$ cat config.mk
export PLATFORM = sky130hd
export DESIGN_NAME = multicycle_main_fsm
export DESIGN_NICKNAME = d
export VERILOG_FILES = /design/src/rtl/multicycle_pkg.sv /design/src/rtl/multicycle_main_fsm_imm_src_decoder.sv /design/src/rtl/multicycle_main_fsm.sv
export SDC_FILE = /design/constraint.sdc
export NUM_CORES = 1
export LEC_CHECK = 0
export CAP_MARGIN = 10
export CORE_MARGIN = 2
export CORE_UTILIZATION = 43
export CTS_CLUSTER_SIZE = 14
export DETAILED_ROUTE_END_ITERATION = 10
export PLACE_DENSITY_LB_ADDON = 0.15
export SETUP_SLACK_MARGIN = 0.3
export SLEW_MARGIN = 10
export SYNTH_ARGS = -nofsm -noshare
export SYNTH_HDL_FRONTEND = slang
export SYNTH_SLANG_ARGS = --single-unit
$ cat constraint.sdc
create_clock -name clk -period 1.91 [get_ports clk]
set_clock_uncertainty 0.15 [all_clocks]
set_input_delay 0.573 -clock clk [delete_from_list [all_inputs] [get_ports clk]]
set_output_delay 0.573 -clock clk [all_outputs]
set_load 0.02 [all_outputs]
$ cat src/rtl/multicycle_pkg.sv
// Shared types and encodings for the multicycle RV32I main control FSM.
package multicycle_pkg;

    // Controller micro-step states
    typedef enum logic [3:0] {
        FETCH    = 4'd0,
        DECODE   = 4'd1,
        MEMADR   = 4'd2,
        MEMREAD  = 4'd3,
        MEMWB    = 4'd4,
        MEMWRITE = 4'd5,
        EXECR    = 4'd6,
        EXECI    = 4'd7,
        ALUWB    = 4'd8,
        BEQ      = 4'd9,
        JAL      = 4'd10,
        TRAP     = 4'd11
    } state_t;

    // Supported opcodes
    localparam logic [6:0] OP_LW    = 7'b0000011;
    localparam logic [6:0] OP_SW    = 7'b0100011;
    localparam logic [6:0] OP_RTYPE = 7'b0110011;
    localparam logic [6:0] OP_ITYPE = 7'b0010011;
    localparam logic [6:0] OP_BEQ   = 7'b1100011;
    localparam logic [6:0] OP_JAL   = 7'b1101111;

    // Memory address source
    localparam logic       ADR_PC     = 1'b0;
    localparam logic       ADR_RESULT = 1'b1;

    // Result bus source
    localparam logic [1:0] RES_ALUOUT    = 2'b00;
    localparam logic [1:0] RES_DATA      = 2'b01;
    localparam logic [1:0] RES_ALURESULT = 2'b10;

    // ALU operand A source
    localparam logic [1:0] SRCA_PC    = 2'b00;
    localparam logic [1:0] SRCA_OLDPC = 2'b01;
    localparam logic [1:0] SRCA_RD1   = 2'b10;

    // ALU operand B source
    localparam logic [1:0] SRCB_RD2  = 2'b00;
    localparam logic [1:0] SRCB_IMM  = 2'b01;
    localparam logic [1:0] SRCB_FOUR = 2'b10;

    // ALUOp handed to the ALU decoder
    localparam logic [1:0] ALUOP_ADD   = 2'b00;
    localparam logic [1:0] ALUOP_SUB   = 2'b01;
    localparam logic [1:0] ALUOP_FUNCT = 2'b10;

    // Immediate format select
    localparam logic [1:0] IMM_I = 2'b00;
    localparam logic [1:0] IMM_S = 2'b01;
    localparam logic [1:0] IMM_B = 2'b10;
    localparam logic [1:0] IMM_J = 2'b11;

endpackage

$ cat src/rtl/multicycle_main_fsm_imm_src_decoder.sv
// Opcode to immediate-format decoder; formats without an immediate fall back to I.
module imm_src_decoder
    import multicycle_pkg::*;
(
    input  logic [6:0] op,
    output logic [1:0] ImmSrc
);

    // Select the immediate layout implied by the opcode
    always_comb begin
        ImmSrc = IMM_I;
        case (op)
            OP_SW:   ImmSrc = IMM_S;
            OP_BEQ:  ImmSrc = IMM_B;
            OP_JAL:  ImmSrc = IMM_J;
            default: ImmSrc = IMM_I;
        endcase
    end

endmodule

$ cat src/rtl/multicycle_main_fsm.sv
// Main control FSM for the multicycle RV32I core: sequences the shared datapath,
// handles the memory-ready handshake and counts retired instructions.
module multicycle_main_fsm
    import multicycle_pkg::*;
#(
    parameter int CNT_W = 32
) (
    input  logic             clk,
    input  logic             rst_n,
    input  logic [6:0]       op,
    input  logic             Zero,
    input  logic             mem_ready,
    output logic             mem_req,
    output logic             PCWrite,
    output logic             IRWrite,
    output logic             RegWrite,
    output logic             MemWrite,
    output logic             AdrSrc,
    output logic [1:0]       ResultSrc,
    output logic [1:0]       ALUSrcA,
    output logic [1:0]       ALUSrcB,
    output logic [1:0]       ALUOp,
    output logic [1:0]       ImmSrc,
    output logic             illegal_instr,
    output logic             retire,
    output logic [CNT_W-1:0] instr_count
);

    state_t           state_r;
    state_t           state_next_s;
    logic             mem_req_s;
    logic             irwrite_s;
    logic             regwrite_s;
    logic             memwrite_s;
    logic             pcupdate_s;
    logic             branch_s;
    logic             retire_s;
    logic             illegal_r;
    logic [CNT_W-1:0] count_r;

    imm_src_decoder u_imm_src_decoder (
        .op     (op),
        .ImmSrc (ImmSrc)
    );

    // State register; reset restarts at FETCH and aborts any instruction in flight
    always_ff @(posedge clk or negedge rst_n) begin
        if (!rst_n) begin
            state_r <= FETCH;
        end else begin
            state_r <= state_next_s;
        end
    end

    // Next-state selection; memory states hold until the access completes
    always_comb begin
        state_next_s = state_r;
        case (state_r)
            FETCH:    if (mem_ready) state_next_s = DECODE; else state_next_s = FETCH;
            DECODE: begin
                case (op)
                    OP_LW, OP_SW: state_next_s = MEMADR;
                    OP_RTYPE:     state_next_s = EXECR;
                    OP_ITYPE:     state_next_s = EXECI;
                    OP_BEQ:       state_next_s = BEQ;
                    OP_JAL:       state_next_s = JAL;
                    default:      state_next_s = TRAP;
                endcase
            end
            MEMADR:   if (op == OP_LW) state_next_s = MEMREAD; else state_next_s = MEMWRITE;
            MEMREAD:  if (mem_ready) state_next_s = MEMWB; else state_next_s = MEMREAD;
            MEMWB:    state_next_s = FETCH;
            MEMWRITE: if (mem_ready) state_next_s = FETCH; else state_next_s = MEMWRITE;
            EXECR:    state_next_s = ALUWB;
            EXECI:    state_next_s = ALUWB;
            ALUWB:    state_next_s = FETCH;
            BEQ:      state_next_s = FETCH;
            JAL:      state_next_s = ALUWB;
            TRAP:     state_next_s = TRAP;
            default:  state_next_s = FETCH;
        endcase
    end

    // Per-state datapath controls; unlisted fields stay at zero
    always_comb begin
        mem_req_s  = 1'b0;
        irwrite_s  = 1'b0;
        regwrite_s = 1'b0;
        memwrite_s = 1'b0;
        pcupdate_s = 1'b0;
        branch_s   = 1'b0;
        retire_s   = 1'b0;
        AdrSrc     = ADR_PC;
        ResultSrc  = RES_ALUOUT;
        ALUSrcA    = SRCA_PC;
        ALUSrcB    = SRCB_RD2;
        ALUOp      = ALUOP_ADD;
        case (state_r)
            FETCH: begin
                mem_req_s  = 1'b1;
                irwrite_s  = mem_ready;
                pcupdate_s = mem_ready;
                AdrSrc     = ADR_PC;
                ALUSrcA    = SRCA_PC;
                ALUSrcB    = SRCB_FOUR;
                ALUOp      = ALUOP_ADD;
                ResultSrc  = RES_ALURESULT;
            end
            DECODE: begin
                ALUSrcA = SRCA_OLDPC;
                ALUSrcB = SRCB_IMM;
                ALUOp   = ALUOP_ADD;
            end
            MEMADR: begin
                ALUSrcA = SRCA_RD1;
                ALUSrcB = SRCB_IMM;
                ALUOp   = ALUOP_ADD;
            end
            MEMREAD: begin
                mem_req_s = 1'b1;
                AdrSrc    = ADR_RESULT;
                ResultSrc = RES_ALUOUT;
            end
            MEMWB: begin
                ResultSrc  = RES_DATA;
                regwrite_s = 1'b1;
                retire_s   = 1'b1;
            end
            MEMWRITE: begin
                mem_req_s  = 1'b1;
                AdrSrc     = ADR_RESULT;
                ResultSrc  = RES_ALUOUT;
                memwrite_s = 1'b1;
                retire_s   = mem_ready;
            end
            EXECR: begin
                ALUSrcA = SRCA_RD1;
                ALUSrcB = SRCB_RD2;
                ALUOp   = ALUOP_FUNCT;
            end
            EXECI: begin
                ALUSrcA = SRCA_RD1;
                ALUSrcB = SRCB_IMM;
                ALUOp   = ALUOP_FUNCT;
            end
            ALUWB: begin
                ResultSrc  = RES_ALUOUT;
                regwrite_s = 1'b1;
                retire_s   = 1'b1;
            end
            BEQ: begin
                ALUSrcA   = SRCA_RD1;
                ALUSrcB   = SRCB_RD2;
                ALUOp     = ALUOP_SUB;
                ResultSrc = RES_ALUOUT;
                branch_s  = 1'b1;
                retire_s  = 1'b1;
            end
            JAL: begin
                ALUSrcA    = SRCA_OLDPC;
                ALUSrcB    = SRCB_FOUR;
                ALUOp      = ALUOP_ADD;
                ResultSrc  = RES_ALUOUT;
                pcupdate_s = 1'b1;
            end
            TRAP: begin
                mem_req_s = 1'b0;
            end
            default: begin
                mem_req_s = 1'b0;
            end
        endcase
    end

    // Strobes are masked by reset so nothing writes while rst_n is low
    assign mem_req  = rst_n & mem_req_s;
    assign IRWrite  = rst_n & irwrite_s;
    assign RegWrite = rst_n & regwrite_s;
    assign MemWrite = rst_n & memwrite_s;
    assign PCWrite  = rst_n & (pcupdate_s | (branch_s & Zero));
    assign retire   = rst_n & retire_s;

    // Sticky illegal-instruction flag, set when DECODE diverts to TRAP
    always_ff @(posedge clk or negedge rst_n) begin
        if (!rst_n) begin
            illegal_r <= 1'b0;
        end else if ((state_r == DECODE) && (state_next_s == TRAP)) begin
            illegal_r <= 1'b1;
        end else begin
            illegal_r <= illegal_r;
        end
    end

    // Retired-instruction counter, wraps modulo 2^CNT_W
    always_ff @(posedge clk or negedge rst_n) begin
        if (!rst_n) begin
            count_r <= {CNT_W{1'b0}};
        end else if (retire_s) begin
            count_r <= count_r + {{(CNT_W-1){1'b0}}, 1'b1};
        end else begin
            count_r <= count_r;
        end
    end

    assign illegal_instr = illegal_r;
    assign instr_count   = count_r;

endmodule

==> run summary <==
LAYOUT
-------------------------------------------------------------------------------------
Diodes inserted                                                                     0
Net total in the final layout                                                     396
Post-synthesis to final-layout area growth                                       110%
Fraction of final layout cells with drive strength greater than 1               70.4%
Non-filler instance count after layout                                            439

SYNTHESIS
-------------------------------------------------------------------------------------
Number of storage elements in the synthesis netlist                                37
Number of flops mapped to enable cells by yosys                                     0
Number of synthesis warnings                                                        0
Area of the mapped netlist                                                 2080 sq um
Fraction of synthesis flops using an asynchronous set or reset pin               100%
Synthesized netlist cell count                                                    216
Unique cell type count in the Yosys netlist                                        47
Top flip-flop cell by instance count after synthesis                     sky130_fd_sc_hd__dfrtp_1
Avg Inst Size Synth                                                        9.64 sq um
Register area share after synthesis                                             44.4%
Number of nets in the synthesized netlist                                         228

POWER AND IR DROP
-------------------------------------------------------------------------------------
Power per standard cell area                                             1230 nW/um^2
Fraction of power consumed by sequential logic                                  20.0%
Net load switching power                                                    0.00220 W
Power share of the combinational group                                          66.6%
Internal Dissipation                                                        0.00317 W
Peak VDD IR                                                                   1080 uV
Switching share of power                                                        41.0%
Clock group share of total power                                                13.4%
Power consumption                                                           0.00538 W
Static power due to leakage                                                   2.20 nW

SETUP PATH
-------------------------------------------------------------------------------------
Cell-by-cell listing of the critical path                                buf_12, nor4_4, and3_4, buf_6
Endpoint class of the critical path                                       output port
Required time worst endpoint                                                  1.19 ns
Largest stage delay on the critical path                                      0.44 ns
Largest fanout on the critical path                                                 6
Max stage delay cell, worst path                                         sky130_fd_sc_hd__dfrtp_2
RR Startpoint                                                              state_r[0]
Data arrival time of the critical path                                        1.62 ns
Reg-to-Reg End                                                           instr_count[10]
Setup slack on the worst flop-to-flop path                                   -0.41 ns
Startpoint Class                                                                 flop
Type of the setup path with the least slack                                   reg2out
Buffering stage count on the worst path with inverters included                     2
Largest delay contributor family on the critical path                    simple AND/OR/NAND/NOR gates
Worst R2R Path Depth                                                               10

OUTCOME
-------------------------------------------------------------------------------------
Outcome                                                                  finished, violations left
Violated checks                                                          negative setup slack

FLOORPLAN
-------------------------------------------------------------------------------------
Top Ports                                                                          61
Effective utilization at floorplan                                              44.4%
Placeable core region                                                      4690 sq um
Die outline height                                                            73.6 um
# rows                                                                             25
Die X                                                                         73.6 um
Die outline area                                                           5420 sq um

GRT
-------------------------------------------------------------------------------------
Vias in the first global route                                                   2321
Tot GR Track Use                                                                29.0%
Antenna violations before repair                                                    0
First-pass GRT wire length                                                   11800 um
Maximum number of pins on one net before global-route repair                       38
Total congestion overflow after global routing                                      0

PLACED DESIGN
-------------------------------------------------------------------------------------
HPWL after detailed placement                                                 4200 um
# placed instances                                                                376
Final estimated routing congestion in global placement                          0.844
Number of buffers inserted by port buffering                                       60

STA
-------------------------------------------------------------------------------------
Hold violation count in the final report                                            0
Achievable frequency                                                          427 MHz
Slew margin rel.                                                                67.0%
Period utilisation layout                                                        123%
Unrepaired setup endpoints after global routing                                  true
Number of failing setup endpoints in the final timing report                       47
Worst-case setup margin in the final layout                                 -0.434 ns
Time the worst path needs with I/O delays and setup                           2.34 ns
Max-slew violation count                                                            0
Transition time of the tightest slew-check pin                               0.495 ns

DRT
-------------------------------------------------------------------------------------
Remaining design rule violation count                                               0
DR WL/cell                                                                    24.4 um
WL final                                                                     10700 um
First-pass iteration count of the detailed router                                   4
Vias per Instance                                                                5.97
Iter 0 DRT Violations                                                             253
Final ANT Viol Nets                                                                 0
Total number of vias                                                             2619

FLOW RUN
-------------------------------------------------------------------------------------
Max-cap violations                                                                  0

CLOCK TREE
-------------------------------------------------------------------------------------
Clock tree from TritonCTS                                                         yes
Clock Latency Late Sink                                                       0.29 ns
Clock Tree Buf Depth                                                                2
Clock-pin slew of the registers on the worst-case setup and hold paths        0.08 ns
# H-tree levels                                                                     2
Clock root buffer                                                        sky130_fd_sc_hd__clkbuf_8
Number of buffers inserted during clock tree synthesis                              5
Clock Sink Count                                                                   37
Count of hold buffers inserted by post-cts repair                                   0

HOLD PATH
-------------------------------------------------------------------------------------
Hold depth                                                                          1
Class of the tightest hold or removal check                                   reg2reg
Hold path startpoint                                                     instr_count[31]
Hold EP                                                                  instr_count[31]

==> layout make-up <==
cell class              count  area (sq um)
well taps                  54          67.6
fillers                   144           324
clock inverters             1          30.0
multi-input cells         166          1690
flip-flops and latches     37           946
clock buffers               7          86.3
inverters                   7          26.3
repair buffers            167          1530
==> cells in the final DEF (no fill, tap or decap), types with 3 or more instances in the layout <==
cell,count
sky130_fd_sc_hd__nand3_2,5
sky130_fd_sc_hd__dfrtp_2,16
sky130_fd_sc_hd__nor2_1,7
sky130_fd_sc_hd__nand3_1,7
sky130_fd_sc_hd__xnor2_2,6
sky130_fd_sc_hd__nor2_2,4
sky130_fd_sc_hd__inv_1,7
sky130_fd_sc_hd__buf_4,74
sky130_fd_sc_hd__buf_8,4
sky130_fd_sc_hd__dfrtp_1,21
sky130_fd_sc_hd__nand4_1,3
sky130_fd_sc_hd__nand2b_4,5
sky130_fd_sc_hd__nor3_4,14
sky130_fd_sc_hd__a31oi_1,3
sky130_fd_sc_hd__buf_12,3
sky130_fd_sc_hd__xor2_1,19
sky130_fd_sc_hd__clkbuf_8,6
sky130_fd_sc_hd__xnor2_1,7
sky130_fd_sc_hd__nor4_4,4
sky130_fd_sc_hd__buf_2,18
sky130_fd_sc_hd__nand2_1,16
sky130_fd_sc_hd__nor2_4,10
sky130_fd_sc_hd__buf_6,64
sky130_fd_sc_hd__o21a_1,3
sky130_fd_sc_hd__nor3_2,7
==> cell families after synthesis <==
group                    count (synthesis)  share of synthesized area (%)
AO/OA/AOI/OAI                           21                           7.33
adder cells (fa/ha/maj)                  1                          0.601
flip-flops                              37                           44.4
AND/OR/NAND/NOR                        107                           28.7
XOR/XNOR                                34                           14.7
buffers and inverters                   13                           2.76
multiplexers                             3                           1.50
==> cells in the mapped netlist (all sizes together), types with 3 or more instances <==
library cell | n | area (sq um)
o21a | 3 | 22.5
nor2 | 21 | 78.8
nand3 | 13 | 77.6
inv | 7 | 26.3
nand2 | 22 | 90.1
clkbuf | 3 | 12.5
nor2b | 3 | 18.8
nor3 | 22 | 121
nand4 | 5 | 61.3
a31oi | 3 | 18.8
nor4 | 4 | 31.3
a21oi | 4 | 20.0
xnor2 | 14 | 130
xor2 | 20 | 175
nand2b | 6 | 37.5
dfrtp | 37 | 926
o21ai | 3 | 26.3
buf | 3 | 18.8
==> metal layers <==
metal  track usage, %  vias up  wire (um)
met1             35.8     1292       3800
met5                0        -          0
met4             12.5        0        650
met3             7.13       56        770
li1                 -     1085          -
met2             48.0      186       5490
==> power groups by stage <==
| stage | clock network (W) | registers [W] | logic (W) |
|---|---|---|---|
| 2_1_floorplan | 0 | 0.00109 | 0.00126 |
| 3_3_place_gp | 0 | 0.00108 | 0.00221 |
| 3_5_place_dp | 0 | 0.00109 | 0.00224 |
| 4_1_cts | 0.000703 | 0.00105 | 0.00283 |
| 5_1_grt | 0.000751 | 0.00108 | 0.00368 |
| 6_report | 0.000720 | 0.00108 | 0.00358 |
==> repair_timing <==
item                       CTS  global route
pin swaps                   46            15
resized for setup          326            66
setup endpoints to repair   87            80
buffers inserted            31            24
==> sequential cells by signal, indices dropped and copies added (netlist names) <==
name,flops
state_r,4
instr_count,32
illegal_instr,1
==> worst max path at each step <==
stage,startpoint,end,slack [ns],cells past startpoint
floorplan,state_r[0],IRWrite,-0.09,3
detailed placement,mem_ready,PCWrite,-1.25,7
CTS,state_r[0],retire,-0.36,5
global route,state_r[0],retire,-0.45,5
finish,state_r[1],IRWrite,-0.43,4
global placement,mem_ready,PCWrite,-1.21,7
==> per-stage QoR <==
stage | util [%] | hold slack (ns) | setup WS, ns | setup TNS (ns) | area, sq um
after floorplan | - | 0.127 | -0.0921 | -0.293 | 2450
after global placement | 73.7 | 0.310 | -1.21 | -30.95 | 3460
after detailed placement | 73.7 | 0.317 | -1.25 | -32.24 | 3460
after CTS | 83.5 | 0.322 | -0.356 | -7.68 | 3920
after global routing | 93.1 | 0.338 | -0.445 | -14.66 | 4370
final | 93.1 | 0.319 | -0.434 | -13.27 | 4370
==> worst register-to-register path: stages, from the launching register on <==
cell and delay (ns):
sky130_fd_sc_hd__dfrtp_2 0.49, sky130_fd_sc_hd__buf_6 0.15, sky130_fd_sc_hd__and2b_1 0.17, sky130_fd_sc_hd__buf_4 0.14, sky130_fd_sc_hd__buf_6 0.11, sky130_fd_sc_hd__o21ai_4 0.19
sky130_fd_sc_hd__buf_6 0.14, sky130_fd_sc_hd__buf_6 0.11, sky130_fd_sc_hd__and2_4 0.19, sky130_fd_sc_hd__and4_1 0.20, sky130_fd_sc_hd__xor2_1 0.19
(Power assumes the default switching activity.)
